--- config.mk ---
export PLATFORM = sky130hd
export DESIGN_NAME = vec_dispatch_ctrl
export DESIGN_NICKNAME = d
export VERILOG_FILES = /design/src/rtl/vect_pkg.sv /design/src/rtl/vinstr_fifo.sv /design/src/rtl/vec_dispatch_ctrl.sv
export SDC_FILE = /design/constraint.sdc
export NUM_CORES = 1
export LEC_CHECK = 0
export CORE_ASPECT_RATIO = 1.25
export CORE_MARGIN = 2
export CORE_UTILIZATION = 55
export DETAILED_ROUTE_END_ITERATION = 8
export PLACE_DENSITY = 0.8
export SYNTH_ARGS = -nofsm -noshare
export SYNTH_HDL_FRONTEND = slang
export SYNTH_HIERARCHICAL = 1
export SYNTH_SLANG_ARGS = --single-unit
--- constraint.sdc ---
create_clock -name clk_i -period 11.4 [get_ports clk_i]
set_input_delay 2.28 -clock clk_i [delete_from_list [all_inputs] [get_ports clk_i]]
set_output_delay 2.28 -clock clk_i [all_outputs]
set_load 0.03 [all_outputs]
--- src/rtl/vect_pkg.sv ---
// +----------------------------------------------------------------------------+
// | vect_pkg: shared types and constants for the vector dispatch controller.  |
// | Rev 1.0                                                                    |
// +----------------------------------------------------------------------------+
`default_nettype none

package vect_pkg;

    localparam int DISP_DATA_WIDTH      = 32;
    localparam int DISP_QUEUE_DEPTH_DEF = 4;
    localparam int DISP_GUARD_W         = 2;

    typedef enum logic [1:0] {
        DISP_IDLE  = 2'd0,
        DISP_GUARD = 2'd1,
        DISP_WAIT  = 2'd2
    } disp_state_t;

    typedef struct packed {
        logic [DISP_DATA_WIDTH-1:0] instr;
        logic [DISP_DATA_WIDTH-1:0] rs1;
        logic [DISP_DATA_WIDTH-1:0] rs2;
    } disp_entry_t;

endpackage

`default_nettype wire

--- src/rtl/vinstr_fifo.sv ---
// +----------------------------------------------------------------------------+
// | vinstr_fifo: synchronous FIFO of dispatch entries, head read from storage.|
// | Rev 1.0                                                                    |
// +----------------------------------------------------------------------------+
`default_nettype none

module vinstr_fifo
    import vect_pkg::*;
#(
    parameter int DEPTH = DISP_QUEUE_DEPTH_DEF
) (
    input  logic                     clk_i,
    input  logic                     resetn_i,
    input  logic                     push_i,
    input  disp_entry_t              wdata_i,
    input  logic                     pop_i,
    output disp_entry_t              head_o,
    output logic                     full_o,
    output logic                     empty_o,
    output logic [$clog2(DEPTH):0]   count_o
);

    localparam int AW = $clog2(DEPTH);

    disp_entry_t    mem [DEPTH];
    logic [AW-1:0]  wr_ptr;
    logic [AW-1:0]  rd_ptr;
    logic           do_push;
    logic           do_pop;

    assign full_o  = (count_o == DEPTH[AW:0]);
    assign empty_o = (count_o == '0);
    assign do_push = push_i && !full_o;
    assign do_pop  = pop_i && !empty_o;
    assign head_o  = mem[rd_ptr];

    // Storage carries no reset; validity is tracked entirely by the pointers.
    always_ff @(posedge clk_i) begin
        if (do_push) begin
            mem[wr_ptr] <= wdata_i;
        end
    end

    always_ff @(posedge clk_i or negedge resetn_i) begin
        if (!resetn_i) begin
            wr_ptr  <= '0;
            rd_ptr  <= '0;
            count_o <= '0;
        end else begin
            if (do_push) begin
                wr_ptr <= wr_ptr + 1'b1;
            end
            if (do_pop) begin
                rd_ptr <= rd_ptr + 1'b1;
            end
            case ({do_push, do_pop})
                2'b10:   count_o <= count_o + 1'b1;
                2'b01:   count_o <= count_o - 1'b1;
                default: count_o <= count_o;
            endcase
        end
    end

endmodule

`default_nettype wire

--- src/rtl/vec_dispatch_ctrl.sv ---
// +----------------------------------------------------------------------------+
// | vec_dispatch_ctrl: in-order scalar-to-vector instruction dispatch with a  |
// | held scalar result register. Rev 1.0                                      |
// +----------------------------------------------------------------------------+
`default_nettype none

module vec_dispatch_ctrl
    import vect_pkg::*;
#(
    parameter int DATA_WIDTH   = DISP_DATA_WIDTH,
    parameter int QUEUE_DEPTH  = DISP_QUEUE_DEPTH_DEF,
    parameter int GUARD_CYCLES = 1
) (
    input  logic                           clk_i,
    input  logic                           resetn_i,
    input  logic [DATA_WIDTH-1:0]          s_instr_i,
    input  logic [DATA_WIDTH-1:0]          s_rs1_i,
    input  logic [DATA_WIDTH-1:0]          s_rs2_i,
    input  logic                           s_valid_i,
    output logic                           s_ready_o,
    output logic [DATA_WIDTH-1:0]          s_rd_o,
    output logic                           s_rd_valid_o,
    input  logic                           s_rd_ack_i,
    output logic [DATA_WIDTH-1:0]          vinstr_o,
    output logic [DATA_WIDTH-1:0]          rs1_o,
    output logic [DATA_WIDTH-1:0]          rs2_o,
    output logic                           vreq_o,
    input  logic                           vready_i,
    input  logic [DATA_WIDTH-1:0]          rd_i,
    input  logic                           rd_wr_en_i,
    output logic                           busy_o,
    output logic [$clog2(QUEUE_DEPTH):0]   q_cnt_o,
    output logic                           rd_ovf_o
);

    disp_state_t               state;
    logic [DISP_GUARD_W-1:0]   guard_cnt;
    disp_entry_t               push_entry;
    disp_entry_t               head;
    logic                      q_full;
    logic                      q_empty;
    logic                      can_issue;
    logic                      pop;

    assign push_entry = '{instr: s_instr_i, rs1: s_rs1_i, rs2: s_rs2_i};
    assign s_ready_o  = !q_full;
    assign busy_o     = (q_cnt_o != '0) || (state != DISP_IDLE);

    vinstr_fifo #(
        .DEPTH    (QUEUE_DEPTH)
    ) u_fifo (
        .clk_i    (clk_i),
        .resetn_i (resetn_i),
        .push_i   (s_valid_i),
        .wdata_i  (push_entry),
        .pop_i    (pop),
        .head_o   (head),
        .full_o   (q_full),
        .empty_o  (q_empty),
        .count_o  (q_cnt_o)
    );

    // A pending scalar result blocks issue so no instruction can race ahead of an unread rd.
    always_comb begin
        can_issue = !q_empty && !s_rd_valid_o;
        pop       = 1'b0;
        case (state)
            DISP_IDLE: pop = can_issue;
            DISP_WAIT: pop = vready_i && can_issue;
            default:   pop = 1'b0;
        endcase
    end

    always_ff @(posedge clk_i or negedge resetn_i) begin
        if (!resetn_i) begin
            state     <= DISP_IDLE;
            guard_cnt <= '0;
            vreq_o    <= 1'b0;
            vinstr_o  <= '0;
            rs1_o     <= '0;
            rs2_o     <= '0;
        end else begin
            vreq_o <= 1'b0;
            if (pop) begin
                vinstr_o  <= head.instr;
                rs1_o     <= head.rs1;
                rs2_o     <= head.rs2;
                vreq_o    <= 1'b1;
                guard_cnt <= DISP_GUARD_W'(GUARD_CYCLES);
                state     <= DISP_GUARD;
            end else begin
                case (state)
                    DISP_GUARD: begin
                        // vready_i is stale until the core has latched the new instruction.
                        if (guard_cnt <= DISP_GUARD_W'(1)) begin
                            guard_cnt <= '0;
                            state     <= DISP_WAIT;
                        end else begin
                            guard_cnt <= guard_cnt - 1'b1;
                        end
                    end
                    DISP_WAIT: begin
                        if (vready_i) begin
                            state <= DISP_IDLE;
                        end
                    end
                    default: state <= DISP_IDLE;
                endcase
            end
        end
    end

    always_ff @(posedge clk_i or negedge resetn_i) begin
        if (!resetn_i) begin
            s_rd_o       <= '0;
            s_rd_valid_o <= 1'b0;
            rd_ovf_o     <= 1'b0;
        end else begin
            if (rd_wr_en_i && (!s_rd_valid_o || s_rd_ack_i)) begin
                s_rd_o       <= rd_i;
                s_rd_valid_o <= 1'b1;
            end else if (s_rd_ack_i) begin
                s_rd_valid_o <= 1'b0;
            end
            if (rd_wr_en_i && s_rd_valid_o && !s_rd_ack_i) begin
                rd_ovf_o <= 1'b1;
            end
        end
    end

endmodule

`default_nettype wire
; Word-level counts from Yosys, hierarchy flattened
; Memories as Yosys holds them, arrays and structs flattened. A register that Yosys moved wholly into a read port is not among the register bits.
; Index checks and enable logic that the tools add are counted.
[op_classes]
add_sub_neg = 5
n_lt_le_gt_ge = 1
eq_ne = 7
mux = 14
n_reduce_logical = 22
[op_table]
columns = op, count
row1 = 2-bit 2-to-1 mux, 6
row2 = 2-bit nonzero test, 4
row3 = 1-bit logical AND, 7
row4 = 3-bit by 2-bit != test with 1-bit output (second input constant), 2
row5 = 3-bit one-hot mux with 2 select lines, 1
row6 = 1-bit logical NOT, 5
row7 = 1-bit 2-to-1 mux, 5
row8 = 2-bit by 1-bit adder with 2-bit output (second input constant), 2
row9 = 2-bit by 1-bit equality test with 1-bit output (second input constant), 2
row10 = 2-bit equality test (second input constant), 2
row11 = 2-bit one-hot mux with 2 select lines, 1
row12 = 3-bit by 1-bit adder with 3-bit output (second input constant), 1
row13 = 3-bit equality test (second input constant), 1
row14 = 3-bit logical NOT, 1
row15 = 3-bit nonzero test, 1
row16 = 3-bit by 1-bit subtractor with 3-bit output (second input constant), 1
row17 = 2-bit by 1-bit <= comparator with 1-bit output (second input constant), 1
row18 = 2-bit logical NOT, 1
row19 = 1-bit logical OR, 2
row20 = 1-bit one-hot mux with 2 select lines, 1
row21 = 2-bit AND reduction, 1
row22 = 2-bit by 1-bit subtractor with 2-bit output (second input constant), 1
[totals]
regBits = 46
mem_bits_rw = 384
output_inout_bits = 136
wordCells = 59
mem_count = 1
[mem_list]
columns = name, words, width, rd, rd_ports_with_merged_regs, wr, line_no
row1 = u_fifo.mem, 4, 96, 1, 1, 1, vinstr_fifo.sv:25  ; disp_entry_t mem [DEPTH];

; Depth between registers and ports, before layout
[logic_depth]
depth_word = 8
mapped_depth = 11
mapped_depth_nobuf = 10

; Cells and area by module
; Netlist, hierarchy kept.
[modules_own_cells]
columns = module, instances, cells_each, area_each_um2, seq_area_each_um2
row1 = vinstr_fifo, 1, 540, 14249.9, 11706.2
row2 = vec_dispatch_ctrl, 1, 296, 5124.9, 3378.2

; Least setup slack after synthesis
; OpenSTA, ideal clock, no wires.
[synth_timing]
path_type = input -> register
startpoint = in s_valid_i
endpoint = mem u_fifo/mem[0][0] (netlist bit) (enable)
setup_time_ns = 0.466
arrival_time_ns = 4.874
required_ns = 10.934
path_slack_ns = 6.060
path_stages = 2
n_path_buf = 0
path_cell_list = nor2b_1 -> and2_1
[synth_via]
elab_chain_len = 3
[synth_lines]
columns = element, line_no
row1 = "start, declared", vec_dispatch_ctrl.sv:19  ; input logic s_valid_i,
row2 = 1-bit logical AND, vinstr_fifo.sv:33  ; assign do_push = push_i && !full_o;
row3 = 1-bit 2-to-1 mux, vinstr_fifo.sv:39  ; if (do_push) begin
row4 = 1-bit 2-to-1 mux (not written as such), vinstr_fifo.sv:40  ; mem[wr_ptr] <= wdata_i;
row5 = "end, declared", vinstr_fifo.sv:25
; Every way passes these cells.

; Worst setup path in the final report
[layout_timing]
startpoint = in s_valid_i
endpoint = mem u_fifo/mem[2][60] (netlist bit) (enable)
; The elaborated chain is that of the path after synthesis.

==> flow_summary.toml <==
[outcome]
outcome = "finished, final reports clean"

[min_path]
holdCritPathClass = "reg -> reg"
min-delay-start = "guard_cnt[1]"
holdPathStages = 1

[global_route]
grt_max_degree = 96
grt_pass1_vias = 9760
grt_usage = 0.206
grt_pass1_wl_um = 56100
antenna_found_initial = 5
grt_overflow = 0

[yosys]
yosys.area_share.simple = 0.00626
synth_fp_nets = 976
postSynthAreaPerCell_um2 = 23.2
synth_edf_count = 384
synth_top_family_by_area = "multiplexers"
yosysUniqueCellTypes = 33
yosysSeqAreaShare = 0.779
synth_area_leaders = "edfxtp_1 (60%), dfrtp_1 (18%), mux4_2 (11%)"
async_reset_ff_frac = 0.270
synth_xor_xnor_area_share = 0.00271
synth_compound_area_frac = 0.00220
ys.flop_type = "edfxtp_1"
ys_warn_count = 6
synth_seq_cells = 526
synth_top_area_share = 0.595
synth_fa_ha_area_frac = 0.00426
synth_top_area_cell = "edfxtp_1"
synthMuxAreaShare = 0.190
synth.most_common_cell = "edfxtp_1"
synthCells = 836
synthTopCellsByCount = "edfxtp_1 (384), dfrtp_1 (142), mux2_2 (109)"
synth_area_um2 = 19400

[worst_setup_path]
startpoint_type = "input pin"
crit_path_cell_trace = "clkdlybuf4s50_1 -> nor2b_1 -> and2_4 -> buf_4"
regToRegStartpoint = "u_fifo/count_o[2]"
crit_cells = 4
critical_path.top_delay_family = "simple AND/OR/NAND/NOR gates"
worstSetupStartpoint = "s_valid_i"
worstPathRequired_ps = 11570
cp_data_arrival_time_ps = 4900
timing.critical_path.slowest_stage_cell = "buf_4"
max_stage_delay_ps = 790
r2r_cells = 4
crit_fanout = 53
end_kind = "register"
worstSetupPathType = "in -> reg"
cp_num_buf_inv = 2

[cts]
cts.sinks = 526
cts_buffers = 48
cts_hold_buf = 0
cts_tree = "done"
cts-root-buf = "clkbuf_16"
clk_pin_slew_ps = 60
clk_path_buf_depth = 3
postCtsSetupBuffers = 0
insertion_delay_ps = 550
htree_num_levels = 2
post_cts.resized_instances = 0

[sta]
min_period_over_period = 0.415
max_freq_ghz = 0.212
clock_skew_ps = 9.13
maxSlewViolCount = 0
worst_pin_slew_ps = 1050
max_slew_margin = 0.299
timing.final.hold_violations = 0
finalSetupViolations = 0
rsz0062_at_grt = "no"
final.setup.worst_slack_ps = 6670
fin_hold_ws_ps = 477
min_period_ps = 4730
finalSetupTns_ps = 0

[drt]
vias = 9105
wl_per_cell_um = 22.7
drt-total-wl_um = 37100
postRouteAntennaNets = 0
first_iter_violations = 583
via_per_inst = 5.56
drc = 0
drt-pass1-iter-count = 4

[power]
p_leak_uw = 0.00840
pwr_density_cell_nw_per_um2 = 269
p_total_uw = 6480
irDropWorstVdd_mv = 0.164

[place]
gp_congestion = 0.730
place_hpwl_um = 22000
port_buffers = 269
pre_cts_ws_ps = 6110

[die]
dieArea_um2 = 36800
num_io_pins = 270
rows = 76
die_x_um = 172
core_um2 = 34600
fp.dieH_um = 214
initial_core_util = 0.560

[cells_and_area]
syn_to_final_growth_pct = 24.2
seqCellArea_um2 = 15100
fin_nets = 1270
drive_gt1_frac = 0.265
finish.utilization = 0.695
n_fill_cell = 2142
multi_input_area_um2 = 3990

[job]
maxCapViolations = 0
==> through the flow <==
step                      area (um2)  std cells
final                          24100       1638
after global routing           24000       1636
after CTS                      24000       1634
after detailed placement       22500       1548
after global placement         22500       1548
after floorplan                19400        836
==> final timing paths <==
| check | endpoint | slack [ps] |
|---|---|---|
| min reg2reg | state[1] | 480 |
| max in group asynchronous | u_fifo/rd_ptr[1] | 8170 |
| max reg2reg | u_fifo/mem[2][60] | 8160 |
| max | u_fifo/mem[2][60] | 6670 |
| min in group asynchronous | s_rd_o[27] | 1820 |
| min | state[1] | 480 |
==> where the power goes <==
part / switching (uW) / leakage (uW) / internal, uW
Sequential: 266 / 0.00518 / 2580
Clock: 641 / 0.000772 / 939
Combinational: 1050 / 0.00245 / 996
==> flip-flops by register name, summed over array words and instances, names as in the netlist, 3 cells and up <==
signal	count
u_fifo/mem	384
rs1_o	32
rs2_o	32
s_rd_o	32
vinstr_o	32
u_fifo/count_o	3
==> cell type report <==
class,instances,area share
repair buffers,279,0.115
well taps,468,0.0243
clock inverters,25,0.0109
flip-flops and latches,526,0.627
diodes,4,0.000416
clock buffers,61,0.0541
multi-input cells,265,0.166
inverters,10,0.00177
==> cells by family (layout without fill, tap and decap cells) <==
| family | after synthesis | after routing |
|---|---|---|
| AOI/OAI and AO/OA | 6 | 6 |
| xor gates and xnor gates | 6 | 6 |
| adders and majority gates | 6 | 6 |
| buffers and inverters | 45 | 375 |
| DFF | 526 | 526 |
| muxes | 225 | 225 |
| other | 0 | 4 |
| and+or+nand+nor | 22 | 22 |
==> layer usage <==
layer,vias up,share of wire,GRT usage
met2,282,0.53,0.357
li1,3953,-,-
met1,4807,0.39,0.264
met4,4,0.023,0.0640
met3,59,0.059,0.0445
met5,-,0.00065,0
==> cells in the final DEF (no fill, tap or decap), types with 2 or more instances in the layout <==
cell type,synthesis,routed
clkbuf_1,5,9
and2_4,0,4
inv_1,9,9
mux2_4,18,18
nor2_1,2,2
clkinv_1,0,10
nor2b_1,2,2
mux2_2,109,109
clkdlybuf4s50_1,0,268
mux2_1,2,2
diode_2,0,4
xnor2_1,3,3
nand2_1,7,7
dfrtp_4,0,2
xor2_1,3,3
mux4_2,96,96
clkinv_2,0,9
clkbuf_16,0,49
ha_1,5,5
clkbuf_8,0,3
nand2b_1,2,2
buf_4,8,10
dfrtp_1,142,140
o21ai_0,2,2
edfxtp_1,384,384
bufinv_16,0,6
Power figures use the tool's default switching activity.
==> variant: new RTL, config.mk and constraints unchanged <==
Set the package constant `DISP_DATA_WIDTH` to 16 (it was 32).
--- a/src/rtl/vect_pkg.sv
+++ b/src/rtl/vect_pkg.sv
@@ -7,5 +7,5 @@
 package vect_pkg;
 
-    localparam int DISP_DATA_WIDTH      = 32;
+    localparam int DISP_DATA_WIDTH      = 16;
     localparam int DISP_QUEUE_DEPTH_DEF = 4;
     localparam int DISP_GUARD_W         = 2;
Ports: changed (8 resized); port bits go from 270 to 142. The function was not compared with the original's and may differ.
==> variant against the unedited design <==
Sequential cell count shrank 256; setup slack lost 0.21 ns; synthesized area shrank 47%; clock power shrank 46%; power shrank 47%; via count shrank 49%; wire length shrank 50%; final area shrank 47%; critical path type unchanged.
==> variant: results (changes against the unedited design) <==
[status]
status = finished, final reports clean

[pwr]
ir_drop_mv = 0.149  ; -9.1%
power_clock_w = 0.000854  ; -46%
p_int_w = 0.00242  ; -46%

[layout]
clkCellAreaFrac_pct = 6.85  ; +0.34 points
largest_reg_flops = 192  ; -50%
nNonClkBuffers = 146  ; -48%
multi_input_area_um2 = 2310  ; -42%
diodes = 0  ; -4
clkbuf_count = 34  ; -44%
nets = 683  ; -46%
num-multi-input-gates = 153  ; -42%

[drt]
dr_wl_met2_um = 10100  ; -48%
dr_total_vias = 4672  ; -49%
met1_length_um = 7530  ; -48%
drt_iter0_drc = 271  ; -54%
drt_wl_total_um = 18600  ; -50%
highest_layer = met4
wl_met3_um = 675  ; -69%

[yosys]
synth_area_leaders = edfxtp_1 (56%), dfrtp_1 (19%), mux4_2 (10%), mux2_4 (7.0%), buf_12 (1.9%)
yosys-top-cells-count = edfxtp_1 (192), dfrtp_1 (78), mux2_4 (48), mux4_2 (48), mux2_2 (17)
synth_compound_gate_area_share_pct = 0.413  ; +0.19 points
avgSynthCellArea_um2 = 22.9  ; -1.1%
yosysSeqAreaShare_pct = 74.8  ; -3.0 points
synthAdderAreaFrac_pct = 0.801  ; +0.37 points
synthArstFlopShare_pct = 28.9  ; +1.9 points

[setup_path]
cp_top_family = buffers and inverters
endpoint = u_fifo/count_o[2]
critPathLaunch = vready_i
r2r_slack_ns = 8.04  ; -0.12 ns
crit_path_max_incr_delay_ns = 0.51  ; -0.28 ns
r2r-start = u_fifo/count_o[0]
reg2reg_depth = 10  ; +6
cpMaxStageDelayCell = clkdlybuf4s50_1

[clock_network]
clk_latency_ns = 0.51  ; -0.04 ns
cts_buffers = 26  ; -46%

[timing]
hold_slack_ns = 0.475  ; -0.00146 ns
finalCriticalPeriod_ns = 4.94  ; +0.208 ns
relSlewSlack_pct = 27.8  ; -2.1 points

[grt]
antenna_found_initial = 1  ; -4
grt_pass1_wl_um = 28500  ; -49%
grt_max_degree = 79  ; -18%
use_met2_pct = 34.0  ; -1.7 points
use_met3_pct = 2.89  ; -1.6 points
grt_use_met1_pct = 23.9  ; -2.5 points
grt_pass1_vias = 5165  ; -47%
track_usage_pct = 18.8  ; -1.9 points

[worst_hold_path]
min_from = rd_ovf_o
min_to = rd_ovf_o

[placed_design]
dpl.hpwl_um = 11300  ; -49%
dp.cells = 811  ; -48%
place_ws_ns = 5.99  ; -0.121 ns
gp_congestion = 0.698  ; -4.4%

-- variant: cell types whose count changed after synthesis, sizes merged --
| cell | before | now |
|---|---|---|
| dfrtp | 142 | 78 |
| edfxtp | 384 | 192 |
| mux2 | 129 | 65 |
| buf | 30 | 17 |
| clkbuf | 5 | 0 |
| mux4 | 96 | 48 |
-- variant: worst reg2reg max path, delay by kind of cell, from the launching register on --
| family | cells | cell delay, ns |
|---|---|---|
| XOR/XNOR | 2 | 0.39 |
| AO/OA/AOI/OAI | 1 | 0.35 |
| AND/OR/NAND/NOR | 3 | 0.83 |
| buffers and inverters | 2 | 0.60 |
| adder cells (fa/ha/maj) | 2 | 0.58 |
| flip-flops | 1 | 0.52 |
-- variant: through the flow --
stage / total power [W] / utilization (%) / area, um2
final: 0.00346 / 68.3 / 12700
after global routing: 0.00361 / 68.3 / 12700
after CTS: 0.00350 / 68.3 / 12700
after detailed placement: 0.00264 / 63.6 / 11800
after global placement: 0.00260 / 63.6 / 11800
after floorplan: 0.00228 / - / 10300
